**config.mk**
```make
export PLATFORM = sky130hd
export DESIGN_NAME = axi4_ifetch_line_master
export DESIGN_NICKNAME = d
export VERILOG_FILES = /design/src/rtl/axi4_ifetch_line_master.sv
export SDC_FILE = /design/constraint.sdc
export NUM_CORES = 1
export LEC_CHECK = 0
export ABC_CLOCK_PERIOD_IN_PS = 3000
export CAP_MARGIN = 20
export CORE_MARGIN = 5
export CORE_UTILIZATION = 43
export CTS_BUF_LIST = sky130_fd_sc_hd__clkbuf_8
export DETAILED_ROUTE_END_ITERATION = 10
export GPL_ROUTABILITY_DRIVEN = 0
export GPL_TIMING_DRIVEN = 0
export PLACE_DENSITY = 0.95
export SYNTH_ARGS = -nofsm -noshare
export SYNTH_HDL_FRONTEND = slang
export SYNTH_SLANG_ARGS = --single-unit
```
**constraint.sdc**
```tcl
create_clock -name clk -period 3 [get_ports clk]
set_input_delay 0.75 -clock clk [delete_from_list [all_inputs] [get_ports clk]]
set_output_delay 0.75 -clock clk [all_outputs]
set_load 0.02 [all_outputs]
```
**src/rtl/axi4_ifetch_line_master.sv**
```systemverilog
// AXI4 read-only line-fill master for instruction fetch: one INCR (or WRAP) burst per request, with flush support.
// Optional critical-word-first fetch is enabled by defining AXI4_IFETCH_CRITICAL_WORD_EN.
module axi4_ifetch_line_master #(
   parameter int ADDR_W    = 32,
   parameter int DATA_W    = 32,
   parameter int ID_W      = 4,
   parameter int AXI_ID    = 0,
   parameter int BURST_LEN = 4
) (
   input  logic                        clk,
   input  logic                        rst,
   input  logic                        req_valid,
   output logic                        req_ready,
   input  logic [ADDR_W-1:0]           req_addr,
   input  logic                        cancel,
   output logic                        resp_valid,
   output logic [DATA_W*BURST_LEN-1:0] resp_data,
   output logic                        resp_err,
   output logic                        crit_valid,
   output logic [DATA_W-1:0]           crit_data,
   output logic [ID_W-1:0]             arid,
   output logic [ADDR_W-1:0]           araddr,
   output logic [7:0]                  arlen,
   output logic [2:0]                  arsize,
   output logic [1:0]                  arburst,
   output logic                        arlock,
   output logic [3:0]                  arcache,
   output logic [2:0]                  arprot,
   output logic [3:0]                  arqos,
   output logic [3:0]                  arregion,
   output logic                        arvalid,
   input  logic                        arready,
   input  logic [ID_W-1:0]             rid,
   input  logic [DATA_W-1:0]           rdata,
   input  logic [1:0]                  rresp,
   input  logic                        rlast,
   input  logic                        rvalid,
   output logic                        rready
);

   localparam int BEAT_BYTES = DATA_W / 8;
   localparam int LINE_BYTES = BEAT_BYTES * BURST_LEN;
   localparam int IDX_W      = (BURST_LEN > 1) ? $clog2(BURST_LEN) : 1;
   localparam logic [IDX_W-1:0]  LAST_IDX  = IDX_W'(BURST_LEN - 1);
   localparam logic [IDX_W-1:0]  IDX_MASK  = IDX_W'(BURST_LEN - 1);
   localparam logic [ADDR_W-1:0] LINE_MASK = ~ADDR_W'(LINE_BYTES - 1);
   localparam logic [ADDR_W-1:0] BEAT_MASK = ~ADDR_W'(BEAT_BYTES - 1);

   typedef enum logic [1:0] {
      ST_IDLE  = 2'd0,
      ST_AR    = 2'd1,
      ST_R     = 2'd2,
      ST_DRAIN = 2'd3
   } state_t;

   state_t state, state_nxt;

   logic              cancel_flag;
   logic [IDX_W-1:0]  beat_cnt;
   logic [IDX_W-1:0]  wr_idx;
   logic [ADDR_W-1:0] araddr_q;
   logic [DATA_W-1:0] line_buf [BURST_LEN];
   logic              beat_fire;
   logic              final_beat;
   logic              unused_axi;

   // Single outstanding burst, so rid and the low RRESP bit carry no information.
   assign unused_axi = ^{rid, rresp[0]};

   assign arid     = ID_W'(AXI_ID);
   assign arlen    = 8'(BURST_LEN - 1);
   assign arsize   = 3'($clog2(BEAT_BYTES));
   assign arlock   = 1'b0;
   assign arcache  = 4'd0;
   assign arprot   = 3'd0;
   assign arqos    = 4'd0;
   assign arregion = 4'd0;
   assign araddr   = araddr_q;

   assign beat_fire  = rvalid && rready;
   assign final_beat = beat_fire && (rlast || (beat_cnt == LAST_IDX));

   always_ff @(posedge clk) begin
      if (rst) state <= ST_IDLE;
      else     state <= state_nxt;
   end

   always_comb begin
      state_nxt = state;
      req_ready = 1'b0;
      arvalid   = 1'b0;
      rready    = 1'b0;
      case (state)
         ST_IDLE: begin
            req_ready = 1'b1;
            if (req_valid) state_nxt = ST_AR;
         end
         ST_AR: begin
            arvalid = 1'b1;
            if (arready) state_nxt = (cancel_flag || cancel) ? ST_DRAIN : ST_R;
         end
         ST_R: begin
            rready = 1'b1;
            // A cancel on the final beat still ends the burst; resp_valid is suppressed below.
            if (final_beat)  state_nxt = ST_IDLE;
            else if (cancel) state_nxt = ST_DRAIN;
         end
         ST_DRAIN: begin
            rready = 1'b1;
            if (final_beat) state_nxt = ST_IDLE;
         end
         default: state_nxt = ST_IDLE;
      endcase
   end

   // Control registers: beat counter, cancel flag, response strobes.
   always_ff @(posedge clk) begin
      if (rst) begin
         cancel_flag <= 1'b0;
         beat_cnt    <= '0;
         resp_valid  <= 1'b0;
         resp_err    <= 1'b0;
      end else begin
         resp_valid <= 1'b0;
         case (state)
            ST_IDLE: begin
               if (req_valid) begin
                  cancel_flag <= 1'b0;
                  beat_cnt    <= '0;
                  resp_err    <= 1'b0;
               end
            end
            ST_AR: begin
               if (cancel) cancel_flag <= 1'b1;
            end
            ST_R: begin
               if (beat_fire) begin
                  beat_cnt <= beat_cnt + IDX_W'(1);
                  resp_err <= resp_err | rresp[1];
               end
               if (final_beat && !cancel) resp_valid <= 1'b1;
            end
            ST_DRAIN: begin
               if (beat_fire) beat_cnt <= beat_cnt + IDX_W'(1);
            end
            default: ;
         endcase
      end
   end

`ifdef AXI4_IFETCH_CRITICAL_WORD_EN
   logic [IDX_W-1:0]  start_idx;
   logic [DATA_W-1:0] crit_data_q;
   logic              crit_valid_q;

   assign arburst    = 2'b10;
   assign wr_idx     = (start_idx + beat_cnt) & IDX_MASK;
   assign crit_valid = crit_valid_q;
   assign crit_data  = crit_data_q;

   always_ff @(posedge clk) begin
      if (rst) crit_valid_q <= 1'b0;
      else     crit_valid_q <= (state == ST_R) && beat_fire && (beat_cnt == '0) && !cancel;
   end

   always_ff @(posedge clk) begin
      if ((state == ST_IDLE) && req_valid) begin
         araddr_q  <= req_addr & BEAT_MASK;
         start_idx <= IDX_W'(req_addr >> $clog2(BEAT_BYTES)) & IDX_MASK;
      end
      if ((state == ST_R) && beat_fire) begin
         line_buf[wr_idx] <= rdata;
         if (beat_cnt == '0) crit_data_q <= rdata;
      end
   end
`else
   logic [ADDR_W-1:0] unused_beat_mask;

   assign unused_beat_mask = BEAT_MASK;
   assign arburst    = 2'b01;
   assign wr_idx     = beat_cnt & IDX_MASK;
   assign crit_valid = 1'b0;
   assign crit_data  = '0;

   always_ff @(posedge clk) begin
      if ((state == ST_IDLE) && req_valid) araddr_q <= req_addr & LINE_MASK;
      if ((state == ST_R) && beat_fire)    line_buf[wr_idx] <= rdata;
   end
`endif

   // Line buffer is exposed directly; it only changes once a new request is in flight.
   always_comb begin
      resp_data = '0;
      for (int i = 0; i < BURST_LEN; i++) resp_data[i*DATA_W +: DATA_W] = line_buf[i];
   end

endmodule

```
[Word level (Yosys, flattened, before mapping)]
Memory sizes are Yosys's and may differ from the RTL's.
Index checks and enable logic that the tools add are counted.
Word-level totals
  bits in registers: 35
  bits in writable memories: 128
  input bits: 77
  logic and storage cells: 60
  memories kept: 1
Operators by class
  add/sub/neg operators: 1
  equal/unequal tests: 11
  mux-type cells: 21
  bitwise operators: 2
  reductions and logical operators: 18
Memory list
  line_buf: words 4, width 32, read ports 4, clocked after memory_dff 0, write ports 1, RTL line 62  | logic [DATA_W-1:0] line_buf [BURST_LEN];
Operator list (number)
  $mux 2: 7
  $mux 1: 10
  $ne 2x2->1 const B: 5
  $reduce_and 3->1: 3
  $pmux 2 s4: 1
  $eq 2x2->1 const B: 3
  $reduce_bool 2->1: 3
  $logic_and 1x1->1: 5
  $pmux 1 s2: 2
  $pmux 2 s2: 1
  $reduce_and 4->1: 1
  $reduce_or 2->1: 2
  $ne 3x3->1 const B: 1
  $add 2x1->2 const B: 1
  $eq 2x1->1 const B: 1
  $logic_not 2->1: 1
  $logic_or 1x1->1: 2
  $ne 2x1->1 const B: 1
  $logic_not 1->1: 1
  $not 1->1: 1
  $or 1x1->1: 1

[Depth between registers and ports, before layout]
Gate-level depths: netlist (run 1).
  word-level depth: 7
  gate-level depth with buffers: 4

[Least setup slack after synthesis (run 1)]
No wires, ideal clock.
  path kind: input-to-reg
  start point: input rvalid
  end point: memory line_buf[0][0], enable pin
  setup time: 0.392 ns
  arrival time: 1.759 ns
  data required time: 2.608 ns
  path slack: 0.849 ns
  stages on the path: 2
  buffers on the path: 0
  cells stage by stage: and3b_2 and2_1
Between the ends
  longest elaborated chain between the ends: 4
RTL lines
  from (decl): RTL line 37  | input logic rvalid,
  $logic_and 1x1->1: RTL line 80  | assign beat_fire = rvalid && rready;
  $logic_and 1x1->1: RTL line 187  | if ((state == ST_R) && beat_fire) line_buf[wr_idx] <= rdata;
  $mux 1: RTL line 187
  $mux 1 (implied by the code): RTL line 187
  to (decl): RTL line 62
Every way passes these cells.

[Worst setup path in the final report (run 1)]
  start point: register state[0]
  end point: output arvalid
Between the ends
  longest elaborated chain between the ends: 2
RTL lines
  from (decl): RTL line 56  | state_t state, state_nxt;
  from (signal assigned): RTL line 85  | else state <= state_nxt;
  $eq 2x1->1: RTL line 93  | case (state)
  $mux 1: RTL line 93
  to (decl): RTL line 31  | output logic arvalid,
Every way passes these cells.

==> results of run 1 <==
==> layout by cell type, fill, tap and decap left out, types with 3 or more instances in the layout <==
cell               n
edfxtp_1         156
ha_1               4
inv_6              3
nor2_1             5
conb_1            70
buf_4             70
clkdlybuf4s50_1  227
clkbuf_8          17
dfxtp_1            7
and2_2             4
clkinvlp_4         4
==> final cells by class <==
class,instances,area [um2]
Sequential cell,163,4820
Tap cell,176,220
Timing Repair Buffer,228,2300
Clock inverter,13,126
Inverter,3,11.3
Clock buffer,17,234
Multi-Input combinational cell,105,538
Fill cell,786,4280
Buffer,73,551
==> kinds of logic (layout without fill, tap and decap cells) <==
group	Yosys count	count (layout)	synth area share, %
XOR/XNOR	1	1	0.155
adder cells (fa/ha/maj)	4	4	0.884
other	2	70	0.133
AND/OR/NAND/NOR	21	21	2.52
flip-flops	163	163	85.2
buffers and inverters	76	334	9.92
AO/OA/AOI/OAI	9	9	1.22
==> power by group through the flow <==
stage	clock, mW	sequential [mW]	combinational [mW]
3_5_place_dp	0	2.61	0.461
4_1_cts	1.47	2.56	0.466
2_1_floorplan	0	2.66	0.192
3_3_place_gp	0	2.61	0.437
5_1_grt	1.57	2.57	0.496
6_report	1.46	2.56	0.471
==> per-layer routing <==
layer	track usage [%]	part of all wire, %	up-vias
met5	0	0	-
met1	23.8	37	1654
met2	36.4	53	249
met4	5.35	1.1	0
met3	5.57	8.4	18
li1	-	-	1512
==> flip-flops by register name, summed over array words and instances (netlist names) <==
name,count
beat_cnt,2
cancel_flag,1
line_buf,128
resp_valid,1
araddr,28
resp_err,1
state,2
==> final timing paths <==
kind / cells past startpoint / slack (ns) / endpoint / from
worst min-delay path: 1 / 0.50 / cancel_flag$_SDFFE_PP0P_ / cancel_flag$_SDFFE_PP0P_
worst max register to register: 3 / 1.14 / line_buf[2][25]$_DFFE_PP_ / state[1]$_SDFFE_PP0P_
worst max-delay path: 3 / 0.51 / arvalid / state[0]$_SDFFE_PP0P_
worst min register to register: 1 / 0.50 / cancel_flag$_SDFFE_PP0P_ / cancel_flag$_SDFFE_PP0P_
==> per-stage QoR <==
step           instances  power, mW  hold slack, ns
3_3_place_gp         747       3.05           0.456
5_1_grt              778       4.64           0.515
3_5_place_dp         748       3.07           0.472
4_1_cts              778       4.50           0.501
2_1_floorplan        344       2.85           0.441
6_report             778       4.49           0.505
==> run_results.csv, run 1 <==
group,metric,value,unit
global_route,grt_util_all_layers,20.2,%
cts,cts_tree,"yes",
routing,dr.pass1.iters,4,
layout,design_area,8800,um2
min_path,min_path_type,"reg -> reg",
sta,min_period_over_period,82.9,%
yosys,yosys_warnings,0,
critical_path,path_max_fanout,7,
power_and_ir_drop,combPwrFrac,10.5,%
layout,final_nets,672,
power_and_ir_drop,ir_worst_vdd,312,uV
routing,antenna_left,0,
sta,setup_viol,0,
layout,drive_gt1_share,18.9,%
cts,cts_buffer_depth,2,
sta,clock_skew,0.0151,ns
yosys,synth_edf_count,156,
sta,fmax,0.402,GHz
global_route,antenna_found_initial,0,
floorplan,io_pins,308,
yosys,synth_area_leaders,"edfxtp_1 83%, buf_4 9.3%, dfxtp_1 2.5%",
routing,vias_per_cell,4.41,
floorplan,die_w,125,um
cts,cts_sinks,163,
cts,htree_levels,4,
layout,final_util,67.3,%
flow_run,maxCapViolCount,0,
layout,syn2layout_area_growth,55.4,%
sta,tightest_slew,0.857,ns
cts,cts_resized,0,
yosys,syn_area,5660,um2
placement,dp_hpwl,11.9,mm
cts,clkSlewWorstSetupHoldPaths,0.08,ns
yosys,ys_seq_area_share,85.2,%
routing,routedWlPerCell,20.6,um
placement,port_buffers,227,
critical_path,cpMaxStageDelayCell,"clkdlybuf4s50_1",
power_and_ir_drop,p_switching,1.06,mW
sta,slew-limit-headroom,42.9,%
critical_path,cp_cell_sequence,"inv_2 -> nor2_1 -> clkdlybuf4s50_1",
sta,finalHoldViolCount,0,
global_route,grt_max_degree,33,
global_route,grt_overflow,0,
sta,fin_crit,2.49,ns
yosys,avgSynthCellArea,20.5,um2
sta,rsz0062_at_grt,"no",
sta,final_max_slew_viol_count,0,
power_and_ir_drop,powerDensity,510,nW/um2
cts,cts-root-buf,"clkbuf_8",
floorplan,std_cell_rows,42,
floorplan,initial_core_util,43.3,%
critical_path,cpLargestDelayFamily,"buffers and inverters",
power_and_ir_drop,pwr-share-seq,57.1,%
critical_path,endpoint_kind,"output pin",
power_and_ir_drop,p_sw_share,23.6,%
power_and_ir_drop,intPower,3.43,mW
critical_path,max_stage_delay,0.62,ns
global_route,grt_pass1_wl,23.4,mm
outcome,status,"finished, final reports clean",
layout,diodes,0,
power_and_ir_drop,p_clk_share,32.4,%
critical_path,cp-start-kind,"flip-flop",
floorplan,dieArea,15600,um2
placement,place_ws,0.266,ns
yosys,ys_top_cells_by_count,"156 x edfxtp_1, 70 x buf_4, 7 x dfxtp_1",
yosys,async_flop_share,0,%
sta,fin_tns_setup,0,ns
routing,wirelength,16.0,mm
critical_path,crit_buf_inv,2,
power_and_ir_drop,p_leak,3.28,nW
floorplan,core_area,13100,um2
yosys,synth_top_area_cell,"edfxtp_1",
sta,setup_ws,0.512,ns
global_route,first_global_vias,3587,
yosys,synth-main-ff-cell,"edfxtp_1",
routing,drt_first_iter_violations,403,
cts,post_cts_buffers,0,
cts,cts_hold_buf,0,
critical_path,crit_required,2.25,ns
yosys,ys_ff_latch,163,
yosys,syn_inst,276,
yosys,yosysMostFrequentCell,"edfxtp_1",
routing,vias,3433,
cts,numCtsBuffers,17,
placement,placed_area,8440,um2
routing,drc,0,
critical_path,path_class,"reg -> out",
floorplan,die_h,125,um
yosys,yosysUniqueCellTypes,30,
yosys,synth.top_cell.area_share,82.7,%
cts,worstSkewPairLatency,0.44,ns
critical_path,critical_path_arrival,1.74,ns
Power figures use the tool's default switching activity.
==> inputs of run 2 (changes only) <==
--- a/config.mk
+++ b/config.mk
@@ -5,15 +5,15 @@
 export SDC_FILE = /design/constraint.sdc
 export NUM_CORES = 1
 export LEC_CHECK = 0
-export ABC_CLOCK_PERIOD_IN_PS = 3000
+export ABC_CLOCK_PERIOD_IN_PS = 2500
 export CAP_MARGIN = 20
 export CORE_MARGIN = 5
-export CORE_UTILIZATION = 43
+export CORE_UTILIZATION = 40
 export CTS_BUF_LIST = sky130_fd_sc_hd__clkbuf_8
 export DETAILED_ROUTE_END_ITERATION = 10
 export GPL_ROUTABILITY_DRIVEN = 0
 export GPL_TIMING_DRIVEN = 0
-export PLACE_DENSITY = 0.95
+export PLACE_DENSITY = 0.91
 export SYNTH_ARGS = -nofsm -noshare
 export SYNTH_HDL_FRONTEND = slang
 export SYNTH_SLANG_ARGS = --single-unit
==> constraint.sdc (replaced) <==
create_clock -name clk -period 2.5 [get_ports clk]
set_input_delay 0.625 -clock clk [delete_from_list [all_inputs] [get_ports clk]]
set_output_delay 0.625 -clock clk [all_outputs]
set_load 0.02 [all_outputs]
==> run 2 against run 1 <==
  * Register-to-register slack got worse by 0.53 ns
  * Cell count increased by 0.64%
  * Design area increased by 0.51%
  * Global-route usage decreased by 2.7 points
  * First-iteration DRC count decreased by 41%
==> run_results.csv, run 2 (synthesis gave the netlist of run 1 again) <==
group,metric,value,unit
critical_path,endpoint_kind,"output pin",
floorplan,initial_core_util,40.8,%
cts,clkSlewWorstSetupHoldPaths,0.10,ns
global_route,grt_pass1_wl,21.1,mm
cts,cts-root-buf,"clkbuf_8",
layout,stdcell_count,783,
cts,post_cts_buffers,0,
routing,dr.pass1.iters,4,
sta,min_period_over_period,93.6,%
cts,cts_hold_buf,0,
critical_path,ff2ff_path_depth,3,
critical_path,crit_buf_inv,2,
layout,final_common_cell,"clkdlybuf4s50_1",
critical_path,crit_required,1.88,ns
cts,cts_sinks,163,
sta,slew-limit-headroom,42.0,%
sta,fin_tns_setup,0,ns
outcome,status,"finished, final reports clean",
sta,final_max_slew_viol_count,0,
routing,routedWlPerCell,19.6,um
power_and_ir_drop,ir_worst_vdd,322,uV
critical_path,cp-start-kind,"flip-flop",
sta,finalHoldViolCount,0,
layout,final_util,63.8,%
routing,wirelength,15.4,mm
min_path,holdPathStages,2,
global_route,grt_overflow,0,
critical_path,path_class,"reg -> out",
sta,fin_crit,2.34,ns
placement,place_ws,-0.0973,ns
placement,placed_area,8440,um2
placement,dp_hpwl,11.4,mm
sta,rsz0062_at_grt,"no",
layout,design_area,8850,um2
placement,port_buffers,227,
power_and_ir_drop,powerDensity,632,nW/um2
floorplan,io_pins,308,
critical_path,cpLargestDelayFamily,"buffers and inverters",
floorplan,die_h,129,um
global_route,antenna_found_initial,0,
critical_path,cpMaxStageDelayCell,"clkdlybuf4s50_1",
placement,dp.cells,752,
floorplan,std_cell_rows,43,
global_route,grt_max_degree,33,
routing,vias_per_cell,4.28,
global_route,first_global_vias,3431,
cts,worstSkewPairLatency,0.44,ns
cts,cts_buffer_depth,2,
critical_path,cp.depth,3,
power_and_ir_drop,p_leak,3.30,nW
layout,final_nets,672,
sta,hold_ws,0.483,ns
routing,drc,0,
critical_path,critical_path_arrival,1.71,ns
sta,fmax,0.427,GHz
sta,setup_ws,0.161,ns
critical_path,max_stage_delay,0.62,ns
min_path,min_path_type,"in -> reg",
routing,drt_first_iter_violations,236,
cts,htree_levels,4,
flow_run,maxCapViolCount,0,
sta,clock_skew,0.0207,ns
layout,drive_gt1_share,18.9,%
global_route,grt_util_all_layers,17.5,%
sta,tightest_slew,0.870,ns
floorplan,core_area,13900,um2
floorplan,die_w,129,um
critical_path,path_max_fanout,7,
sta,setup_viol,0,
routing,vias,3351,
cts,cts_tree,"yes",
layout,diodes,0,
critical_path,cp_cell_sequence,"inv_2 -> nor2_1 -> clkdlybuf4s50_1",
floorplan,dieArea,16600,um2
power_and_ir_drop,finalPower,5.60,mW
cts,numCtsBuffers,17,
routing,antenna_left,0,
layout,largest-register,"line_buf",
cts,cts_resized,0,
layout,syn2layout_area_growth,56.2,%
layout,layout_common_cells,"227 x clkdlybuf4s50_1, 156 x edfxtp_1, 70 x buf_4, 70 x conb_1, 17 x clkbuf_8",
layout,largest_reg_flops,128,
run 2: cell types whose count changed in the layout (fill, tap and decap cells not counted), sizes merged:
cell / previous run / this run
bufinv: 1 / 3
clkinv: 3 / 5
clkinvlp: 4 / 2
inv: 8 / 7
run 2: final timing paths:
path / from / to / slack [ns]
setup / recovery: state[0]$_SDFFE_PP0P_ / arvalid / 0.16
hold / removal: rst / beat_cnt[0]$_SDFFE_PP0P_ / 0.48
hold reg to reg: cancel_flag$_SDFFE_PP0P_ / cancel_flag$_SDFFE_PP0P_ / 0.50
setup reg to reg: state[1]$_SDFFE_PP0P_ / line_buf[0][22]$_DFFE_PP_ / 0.61
run 2: power breakdown:
| group | switching, mW | internal, mW | total, mW |
|---|---|---|---|
| logic | 0.291 | 0.266 | 0.557 |
| clock network | 0.969 | 0.999 | 1.97 |
| registers | 0.0208 | 3.05 | 3.07 |
| total | 1.28 | 4.32 | 5.60 |
run 2: layer usage:
metal / up-vias / track usage [%] / share of wire (%)
li1: 1509 / - / -
met1: 1585 / 19.6 / 36
met2: 233 / 32.1 / 54
met3: 24 / 4.82 / 8.1
met4: 0 / 5.81 / 2.1
met5: - / 0 / 0
run 2: area by class of cell:
| cell class | count | area, um2 |
|---|---|---|
| repair buffers | 228 | 2290 |
| plain buffers | 73 | 551 |
| flip-flops and latches | 163 | 4820 |
| well taps | 180 | 225 |
| fillers | 950 | 5030 |
| inverters | 3 | 11.3 |
| clock inverters | 14 | 179 |
| clock buffers | 17 | 234 |
| multi-input cells | 105 | 538 |
run 2: worst reg2reg max path: stages (launching register included):
cell,delay [ns]
dfxtp_1,0.36
buf_6,0.14
and3b_2,0.25
and2_2,0.73
==> inputs of run 3 (changes only) <==
--- a/config.mk
+++ b/config.mk
@@ -13,6 +13,7 @@
 export DETAILED_ROUTE_END_ITERATION = 10
 export GPL_ROUTABILITY_DRIVEN = 0
 export GPL_TIMING_DRIVEN = 0
+export HOLD_SLACK_MARGIN = 0.15
 export PLACE_DENSITY = 0.91
 export SYNTH_ARGS = -nofsm -noshare
 export SYNTH_HDL_FRONTEND = slang
==> results of run 3 <==
The final DEF is identical to that of run 2; final timing and power are the same.
